### src/rtl/axis_rr_arbiter_ctrl.sv
// axis_rr_arbiter_ctrl: round-robin arbiter that shares one valid/ready stream port
// between N AXI-stream initiators, in front of the elastic buffer controller.
// Optional feature macro: ARB_PKT_LOCK_EN
//   defined   -> the grant is held for a whole packet and released on a last-beat handshake
//   undefined -> every handshake releases the grant (per-beat arbitration)
module axis_rr_arbiter_ctrl #(
    parameter int unsigned N      = 4,
    parameter int unsigned DATA_W = 32,
    parameter int unsigned IDX_W  = (N > 1) ? $clog2(N) : 1
) (
    input  logic                clk,
    input  logic                reset_n,
    input  logic [N-1:0]        s_valid,
    output logic [N-1:0]        s_ready,
    input  logic [N-1:0]        s_last,
    input  logic [N*DATA_W-1:0] s_data,
    output logic                m_valid,
    input  logic                m_ready,
    output logic                m_last,
    output logic [DATA_W-1:0]   m_data,
    output logic [N-1:0]        gnt,
    output logic [IDX_W-1:0]    gnt_idx,
    output logic                busy
);

    typedef enum logic {
        IDLE   = 1'b0,
        LOCKED = 1'b1
    } state_t;

    state_t             state_q, state_d;
    logic [N-1:0]       gnt_q, gnt_d;
    logic [IDX_W-1:0]   gnt_idx_q, gnt_idx_d;
    logic [IDX_W-1:0]   rr_ptr_q, rr_ptr_d;

    logic [N-1:0]       win_oh;
    logic [IDX_W-1:0]   win_idx;
    logic               win_any;
    logic               hs;
    logic               release_gnt;

    logic [DATA_W-1:0]  s_data_arr [N];

    // Unpack the flattened payload into one lane per requester
    for (genvar g = 0; g < N; g++) begin : g_lane
        assign s_data_arr[g] = s_data[g*DATA_W +: DATA_W];
    end

    // Datapath driven purely from the registered grant; zero grant gives all-quiet outputs
    always_comb begin
        s_ready = gnt_q & {N{m_ready}};
        m_valid = |(gnt_q & s_valid);
        m_last  = |(gnt_q & s_last);
        m_data  = '0;
        if (state_q == LOCKED) begin
            m_data = s_data_arr[gnt_idx_q];
        end
    end

    assign hs = m_valid & m_ready;

`ifdef ARB_PKT_LOCK_EN
    assign release_gnt = hs & m_last;
`else
    assign release_gnt = hs;
`endif

    // Round-robin search: first valid requester starting one past the last winner, wrapping
    always_comb begin
        int unsigned cand;
        win_oh  = '0;
        win_idx = '0;
        win_any = 1'b0;
        cand    = 0;
        for (int unsigned k = 1; k <= N; k++) begin
            cand = (32'(rr_ptr_q) + k) % N;
            if (!win_any && s_valid[IDX_W'(cand)]) begin
                win_any                = 1'b1;
                win_idx                = IDX_W'(cand);
                win_oh[IDX_W'(cand)]   = 1'b1;
            end
        end
    end

    // Next-state: grant on any request in IDLE, release on the qualifying handshake
    always_comb begin
        state_d   = state_q;
        gnt_d     = gnt_q;
        gnt_idx_d = gnt_idx_q;
        rr_ptr_d  = rr_ptr_q;
        case (state_q)
            IDLE: begin
                if (win_any) begin
                    state_d   = LOCKED;
                    gnt_d     = win_oh;
                    gnt_idx_d = win_idx;
                    rr_ptr_d  = win_idx;
                end
            end
            LOCKED: begin
                if (release_gnt) begin
                    state_d = IDLE;
                    gnt_d   = '0;
                end
            end
            default: begin
                state_d = IDLE;
                gnt_d   = '0;
            end
        endcase
    end

    // State and grant registers; pointer resets to N-1 so requester 0 wins first
    always_ff @(posedge clk or negedge reset_n) begin
        if (!reset_n) begin
            state_q   <= IDLE;
            gnt_q     <= '0;
            gnt_idx_q <= '0;
            rr_ptr_q  <= IDX_W'(N - 1);
        end else begin
            state_q   <= state_d;
            gnt_q     <= gnt_d;
            gnt_idx_q <= gnt_idx_d;
            rr_ptr_q  <= rr_ptr_d;
        end
    end

    assign gnt     = gnt_q;
    assign gnt_idx = gnt_idx_q;
    assign busy    = (state_q == LOCKED);

endmodule

### config.mk
export PLATFORM = sky130hd
export DESIGN_NAME = axis_rr_arbiter_ctrl
export DESIGN_NICKNAME = d
export VERILOG_FILES = /design/src/rtl/axis_rr_arbiter_ctrl.sv
export SDC_FILE = /design/constraint.sdc
export NUM_CORES = 1
export LEC_CHECK = 0
export CORE_UTILIZATION = 25
export DETAILED_ROUTE_END_ITERATION = 6
export PLACE_DENSITY = 0.73
export REMOVE_ABC_BUFFERS = 1
export SETUP_SLACK_MARGIN = 0.15
export SLEW_MARGIN = 20
export SYNTH_ARGS = -nofsm -noshare
export SYNTH_HDL_FRONTEND = slang
export SYNTH_SLANG_ARGS = --single-unit
### constraint.sdc
create_clock -name clk -period 2.68 [get_ports clk]
set_input_delay 0.536 -clock clk [delete_from_list [all_inputs] [get_ports clk]]
set_output_delay 0.536 -clock clk [all_outputs]
set_load 0.02 [all_outputs]
[After elaboration in Yosys (flattened, before gate mapping)]
Cells that the tools add are included.
Storage, ports and cells
  register bits: 9
  word-level logic and storage cells: 80
  output and inout port bits: 45
  input bits: 139
Operators by class
  muxes and demuxes: 38
  bitwise operators: 9
  equality and inequality tests: 2
  magnitude comparators: 9
  $add $sub $neg: 4
  reductions and logical operators: 14
Operator list (number)
  two-way mux 32 bit: 3
  binary-select mux 32 bit (select 2 bit): 1
  two-way mux 4 bit: 6
  two-way mux 1 bit: 14
  bitwise AND 4 bit: 3
  less-than comparator 2 x 3 -> 1 bit, second input constant: 4
  bitwise OR 4 bit: 3
  binary-select mux 1 bit (select 2 bit): 4
  demux 1 bit (select 2 bit): 4
  greater-or-equal comparator 2 x 1 -> 1 bit, second input constant: 4
  two-way mux 2 bit: 4
  one-hot mux 4 bit (2 select lines): 1
  OR reduction 4 bit: 2
  logical AND 1 bit: 7
  adder 2 x 1 -> 2 bit, second input constant: 2
  adder 2 bit, second input constant: 2
  AND reduction 2 bit: 2
  greater-or-equal comparator 3 bit, second input constant: 1
  logical NOT 1 bit: 3
  inverter 2 -> 3 bit: 1
  != test 2 x 1 -> 1 bit, second input constant: 1
  != test 2 bit, second input constant: 1
  one-hot mux 1 bit (2 select lines): 1
  bitwise AND 1 bit: 1
  inverter 1 bit: 1

[Longest topological paths before layout]
Gate-level depths: netlist of the first run.
  word-level depth: 15
  gate-level depth with buffers: 9
  depth with buffers taken out: 7

[Worst setup path after synthesis of the first run]
Ideal clock, no wire load.
  path type: flip-flop to flip-flop
  start: register rr_ptr_q[0]
  end: register gnt_q[1], in the netlist gnt[1]
  library setup time: 0.126 ns
  period minus slack after synthesis: 2.427 ns
  arrival time: 2.301 ns
  cell stages (with the launch flop): 10
  required time: 2.554 ns
  slack: 0.253 ns
  path buffers: 2
  cells stage by stage: dfstp_2 buf_4 clkinv_1 ha_1 buf_4 mux2i_1 mux2_2 o21ai_0 a31oi_1 a221o_1
Between the ends
  word-level cells in the longest chain between the ends: 15
  elaborated cells between the ends (all ways): 53
  classes of those cells: add/sub: 4; order compare: 8; eq/ne: 1; mux: 26; bitwise: 3; reduce/logical: 11
Ends and longest elaborated chain
  from (decl): line 34  | logic [IDX_W-1:0] rr_ptr_q, rr_ptr_d;
  from (signal assigned): line 119  | rr_ptr_q <= IDX_W'(N - 1);
  from (signal assigned): line 124  | rr_ptr_q <= rr_ptr_d;
  parallel branches: the longest is 15 deep, another holds less-than comparator 2 x 3 -> 1 bit
  to (signal assigned): line 122  | gnt_q <= gnt_d;
  to (decl): line 32  | logic [N-1:0] gnt_q, gnt_d;
Parallel ways; which one is timed is not known. The select of a mux whose other input is x is not followed.
A chain may end at the register's enable or synchronous reset.

[Final worst setup path of the first run]
  start: input port s_data[1]
  end: output port m_data[1]
Between the ends
  word-level cells in the longest chain between the ends: 4
Ends and longest elaborated chain
  from (decl): line 16  | input logic [N*DATA_W-1:0] s_data,
  binary-select mux 32 bit (select 2 bit): line 56  | m_data = s_data_arr[gnt_idx_q];
  two-way mux 32 bit (not written as such) (2 in series): line 56
  two-way mux 32 bit: line 55  | if (state_q == LOCKED) begin
  to (decl): line 20  | output logic [DATA_W-1:0] m_data,
Every way passes these cells. The select of a mux whose other input is x is not followed.

==> results.cfg, run 1 <==
[run_status]
status = finished, final reports clean

[setup_path]
r2r_setup_slack_ns = 0.29
start_kind = input pin
crit_family = buffers and inverters
cp_cell_sequence = clkdlybuf4s50_1 -> mux4_2 -> and2_1 -> dlygate4sd2_1
required_ns = 2.14
crit_path_top_delay_cell = mux4_2
cp_num_buf_inv = 2
crit_path_end_kind = output port
crit_type = in2out
slowest_delay_ns = 0.46
arrival_ns = 1.95
worst-path-max-fanout = 1

[place]
dp_hpwl_um = 7123
gp_congestion = 0.9359
io_buffers = 183
place_inst = 473

[die]
io_pins = 184
dieWidth_um = 91.35
initial_core_util_pct = 25.83
std_cell_rows = 32
fp.dieH_um = 91.35
core_area_mm2 = 0.007727
die-area_mm2 = 0.008344

[logic_synthesis]
synth_area_mm2 = 0.001996
synth_edf_count = 0
yosys.area.top_type = mux4_2
yosysTopAreaCellShare_pct = 36.11
async_reset_ff_share_pct = 100.0
synthFlopType = dfrtp_1
synthCells = 197
yosys_warnings = 0
syn_avg_cell_area_um2 = 10.13
yosysSeqAreaShare_pct = 11.41
synthTopCellsByArea = mux4_2, and2_1, dfrtp_1
ys_seq_elements = 9
ys_types = 43

[timing]
finalSetupViolations = 0
skew_ns = 0.004175
tns_ns = 0
rsz0062_at_grt = no
fmax_ghz = 0.4028
tightest_slew_ns = 0.5479
max-slew-margin-rel_pct = 63.14
hold_violations = 0
period_share_pct = 92.64
slew_viol_final = 0
period_needed_ns = 2.483

[cts]
cts_sinks = 9
clk_pin_slew_ns = 0.04
postCtsSetupRepairBufs = 0
numCtsBuffers = 3
cts_tree = built
clock-root-buffer = clkbuf_8
cts_buffer_depth = 2
htreeDepth = 1
clk_latency_ns = 0.23
cts_hold_buf = 0

[pwr]
finalPower_mw = 3.377
cellPowerDensity_mw_per_mm2 = 848.0
peakVddDrop_mv = 0.3104
p_leak_nw = 1.555

[routing]
drc = 0
viasPerCell = 4.964
routed_wl_um = 8343
dr.pass1.iters = 4
wl_per_cell_um = 17.49
num_vias = 2368
drt_iter0_markers = 73
drt.antenna.violating_nets = 0

[global_route]
grt_overflow = 0
grt_pass1_wl_um = 13080
first_global_vias = 2400
grt_max_degree = 35
grt_usage_pct = 20.22
antenna_found_initial = 0

[run]
drv_cap = 0

[cells_and_area]
drive_gt1_share_pct = 15.73
syn2layout_area_growth_pct = 99.56
diodes = 0
layout.nets = 523
layout.cells.non_filler = 477

[min_path]
hp-class = in2async
==> cells in the final DEF (no fill, tap or decap), types with 2 or more instances in the layout <==
cell / count
clkdlybuf4s50_1: 151
and2_1: 36
mux4_2: 32
dlygate4sd2_1: 30
nor2_1: 13
buf_4: 11
ha_1: 8
nand2_1: 7
mux2i_1: 7
o21ai_0: 6
dfrtp_1: 6
o21ai_1: 5
o211ai_1: 5
a31oi_1: 5
a22oi_1: 4
a221o_1: 4
inv_1: 3
a21oi_1: 3
clkbuf_8: 3
buf_12: 3
o21a_1: 2
mux2_2: 2
nand2b_1: 2
o22ai_1: 2
a311oi_1: 2
dfstp_2: 2
==> path summary, 6_finish.rpt <==
| kind | from | end | cells after the start |
|---|---|---|---|
| setup / recovery | s_data[1] | m_data[1] | 4 |
| hold / removal | reset_n | gnt_idx[1] | 1 |
| setup reg to reg | rr_ptr_q[1] | gnt[0] | 7 |
| hold reg to reg | gnt_idx[0] | gnt_idx[0] | 2 |
| max in group asynchronous | reset_n | rr_ptr_q[1] | 1 |
| min in group clk | gnt_idx[0] | gnt_idx[0] | 2 |
==> power breakdown <==
group	switching [mW]	internal, mW	total (mW)	leakage (nW)
Clock	0.0480	0.103	0.151	0.0228
Combinational	1.44	1.51	2.94	1.43
Sequential	0.0727	0.209	0.282	0.106
==> worst reg2reg max path: cells and delay by family (launching register included) <==
| family | cells | cell delay, ns |
|---|---|---|
| compound gates | 3 | 0.60 |
| fa+ha+maj | 1 | 0.53 |
| buf+inv | 1 | 0.14 |
| flops | 1 | 0.53 |
| mux | 1 | 0.34 |
| simple gates | 1 | 0.13 |
==> layout make-up <==
class / instances / area, µm²
sequential: 9 / 229.0
inverter: 4 / 15.01
multi-input combinational: 162 / 1639
tap: 102 / 127.6
clock buffer: 4 / 45.04
timing repair buffer: 196 / 1927
fill: 740 / 3745
==> sequential cells by signal, summed over array words and instances, names as in the netlist <==
name	cells
busy	1
gnt	4
gnt_idx	2
rr_ptr_q	2
==> layer usage <==
| metal | up-vias | global-route usage, % | routed length, µm |
|---|---|---|---|
| met4 | 0 | 3.307 | 77 |
| li1 | 1124 | - | - |
| met1 | 1140 | 24.53 | 3293 |
| met3 | 6 | 2.931 | 572 |
| met2 | 98 | 38.07 | 4399 |
| met5 | - | 0 | 0 |
==> cells in the mapped netlist (2+ instances only) <==
master	n
o211ai_1	5
and2_1	36
dfrtp_1	7
dfstp_2	2
a21oi_1	3
nor2_1	13
o21ai_0	6
mux4_2	32
nand2_1	7
buf_2	10
inv_1	3
o21a_1	2
a22oi_1	4
a311oi_1	2
nand2b_1	2
clkbuf_1	8
mux2_2	2
o22ai_1	2
buf_4	3
a221o_1	4
o21ai_1	5
ha_1	8
mux2i_1	7
a31oi_1	5
==> stage by stage <==
| stage | cell area (µm²) | hold slack, ns | utilization, % | setup WS (ns) |
|---|---|---|---|---|
| after global placement | 3975 | 0.5845 | 51.44 | -0.02496 |
| after floorplan | 1882 | 0.2404 | - | -0.2381 |
| final | 3983 | 0.5935 | 51.54 | 0.1973 |
| after detailed placement | 3975 | 0.5903 | 51.44 | -0.03391 |
| after global routing | 3983 | 0.6221 | 51.54 | 0.1568 |
| after CTS | 3981 | 0.6020 | 51.52 | 0.1833 |
==> timing repair <==
action                                  in CTS  in global routing
gates resized for setup                     31                  1
endpoints found under the setup margin      31                  1
hold endpoints to repair                     0                  0
==> cell families (layout without fill, tap and decap cells) <==
family | count (synthesis) | count (layout) | synth area share (%)
mux | 43 | 43 | 42.63
compound gates | 46 | 46 | 16.36
buf+inv | 26 | 204 | 6.457
fa+ha+maj | 8 | 8 | 5.016
flops | 9 | 9 | 11.41
simple gates | 65 | 65 | 18.12
(Power assumes the default switching activity.)
==> run 2: changes to the inputs <==
--- a/config.mk
+++ b/config.mk
@@ -5,9 +5,12 @@
 export SDC_FILE = /design/constraint.sdc
 export NUM_CORES = 1
 export LEC_CHECK = 0
+export ABC_CLOCK_PERIOD_IN_PS = 2680
 export CORE_UTILIZATION = 25
+export CTS_CLUSTER_DIAMETER = 30
 export DETAILED_ROUTE_END_ITERATION = 6
 export PLACE_DENSITY = 0.73
+export RECOVER_POWER = 25
 export REMOVE_ABC_BUFFERS = 1
 export SETUP_SLACK_MARGIN = 0.15
 export SLEW_MARGIN = 20
==> results.cfg, run 2 (synthesized netlist as in run 1, its figures left out) <==
[cells_and_area]
largest_register_ffs = 4
diodes = 0
layout.nets = 523
num-fill-cells = 740
layout_commonest_cell = clkdlybuf4s50_1
drive_gt1_share_pct = 15.73
utilization_pct = 51.54
syn2layout_area_growth_pct = 99.56
mostFrequentLayoutCells = clkdlybuf4s50_1, and2_1, mux4_2, dlygate4sd2_1, nor2_1

[setup_path]
cp_num_buf_inv = 2
path_depth = 4
cp_cell_sequence = clkdlybuf4s50_1 -> mux4_2 -> and2_1 -> dlygate4sd2_1
crit_family = buffers and inverters
endpoint = m_data[1]
crit_path_end_kind = output port
r2r_setup_slack_ns = 0.28
crit_type = in2out
crit_path_top_delay_cell = mux4_2
required_ns = 2.14
reg2reg_depth = 7
arrival_ns = 1.95
slowest_delay_ns = 0.46
crit_start = s_data[1]
worst-path-max-fanout = 1
start_kind = input pin
rr_startpoint = rr_ptr_q[1]
r2r_end = gnt[0]

[place]
dp_slack_ns = -0.03391
gp_congestion = 0.9359
dp_hpwl_um = 7123
io_buffers = 183

[timing]
finalSetupViolations = 0
tightest_slew_ns = 0.5410
hold_ws_ns = 0.5965
period_needed_ns = 2.483
slew_viol_final = 0
setup_slack_ns = 0.1973
hold_violations = 0
period_share_pct = 92.64
skew_ns = 0.004220
fmax_ghz = 0.4028
max-slew-margin-rel_pct = 63.61
rsz0062_at_grt = no
tns_ns = 0

[cts]
numCtsBuffers = 3
htreeDepth = 1
clock-root-buffer = clkbuf_8
clk_latency_ns = 0.23
cts_sinks = 9
cts_buffer_depth = 2
cts_tree = built
postCtsSetupRepairBufs = 0
clk_pin_slew_ns = 0.04

[routing]
drc = 0
drt_iter0_markers = 79
routed_wl_um = 8362
viasPerCell = 4.962
wl_per_cell_um = 17.53
dr.pass1.iters = 4
num_vias = 2367
drt.antenna.violating_nets = 0

[die]
fp.dieH_um = 91.35
io_pins = 184
die-area_mm2 = 0.008344
initial_core_util_pct = 25.83
core_area_mm2 = 0.007727
std_cell_rows = 32
dieWidth_um = 91.35

[run_status]
status = finished, final reports clean

[global_route]
grt_pass1_wl_um = 13080
antenna_found_initial = 0
grt_overflow = 0
grt_usage_pct = 20.22
first_global_vias = 2400
grt_max_degree = 35

[pwr]
cellPowerDensity_mw_per_mm2 = 845.4
peakVddDrop_mv = 0.3139
p_leak_nw = 1.562

[run]
drv_cap = 0

[min_path]
hp-class = reg2reg
hp-start = gnt_idx[0]
hold_depth = 2
[run 2: cell types whose count changed in the layout (fill, tap and decap cells not counted)]
cell / delta
clkdlybuf4s50_1: -6
dlygate4sd3_1: +6
[run 2: worst min path at each step]
stage / slack, ns / end
after floorplan: 0.24 / busy
after global placement: 0.58 / gnt_idx[0]
after detailed placement: 0.59 / gnt_idx[0]
after CTS: 0.60 / gnt_idx[0]
after global routing: 0.66 / gnt_idx[0]
final: 0.60 / gnt_idx[0]
[run 2: per-stage QoR]
| stage | instance area [µm²] | total power, mW | instances |
|---|---|---|---|
| floorplan | 1882 | 2.125 | 175 |
| global placement | 3975 | 3.418 | 473 |
| detailed placement | 3975 | 3.452 | 473 |
| CTS | 3981 | 3.407 | 477 |
| global route | 3983 | 3.630 | 477 |
| finish | 3983 | 3.367 | 477 |
[run 2: worst min-delay path, cell delays in order, from the launching register on]
cell	delay, ns
dfrtp_2	0.42
nor2_1	0.06
nor2_1	0.08
[run 2: area by class of cell]
type	count	area, µm²	area share, %
multi-input combinational	162	1639	41.16
inverter	4	15.01	0.3770
tap	102	127.6	3.205
sequential	9	229.0	5.749
clock buffer	4	45.04	1.131
timing repair buffer	196	1927	48.38
[run 2: where the power goes]
| part | total, mW | switching, mW | leakage, nW | internal (mW) |
|---|---|---|---|---|
| combinational | 2.93 | 1.44 | 1.43 | 1.49 |
| clock | 0.151 | 0.0480 | 0.0228 | 0.103 |
| sequential | 0.281 | 0.0720 | 0.106 | 0.209 |
[run 2: timing repair]
action,in CTS,in global routing
resized for setup,31,1
setup endpoints to repair,31,1
hold buffers,0,0
[run 2: routing by layer]
metal  global-route usage, %  vias up  share of wire (%)
met2                   38.07       99                 53
met1                   24.53     1142                 39
li1                        -     1120                  -
met4                   3.307        0               0.92
met3                   2.931        6                7.0
met5                       0        -                  0
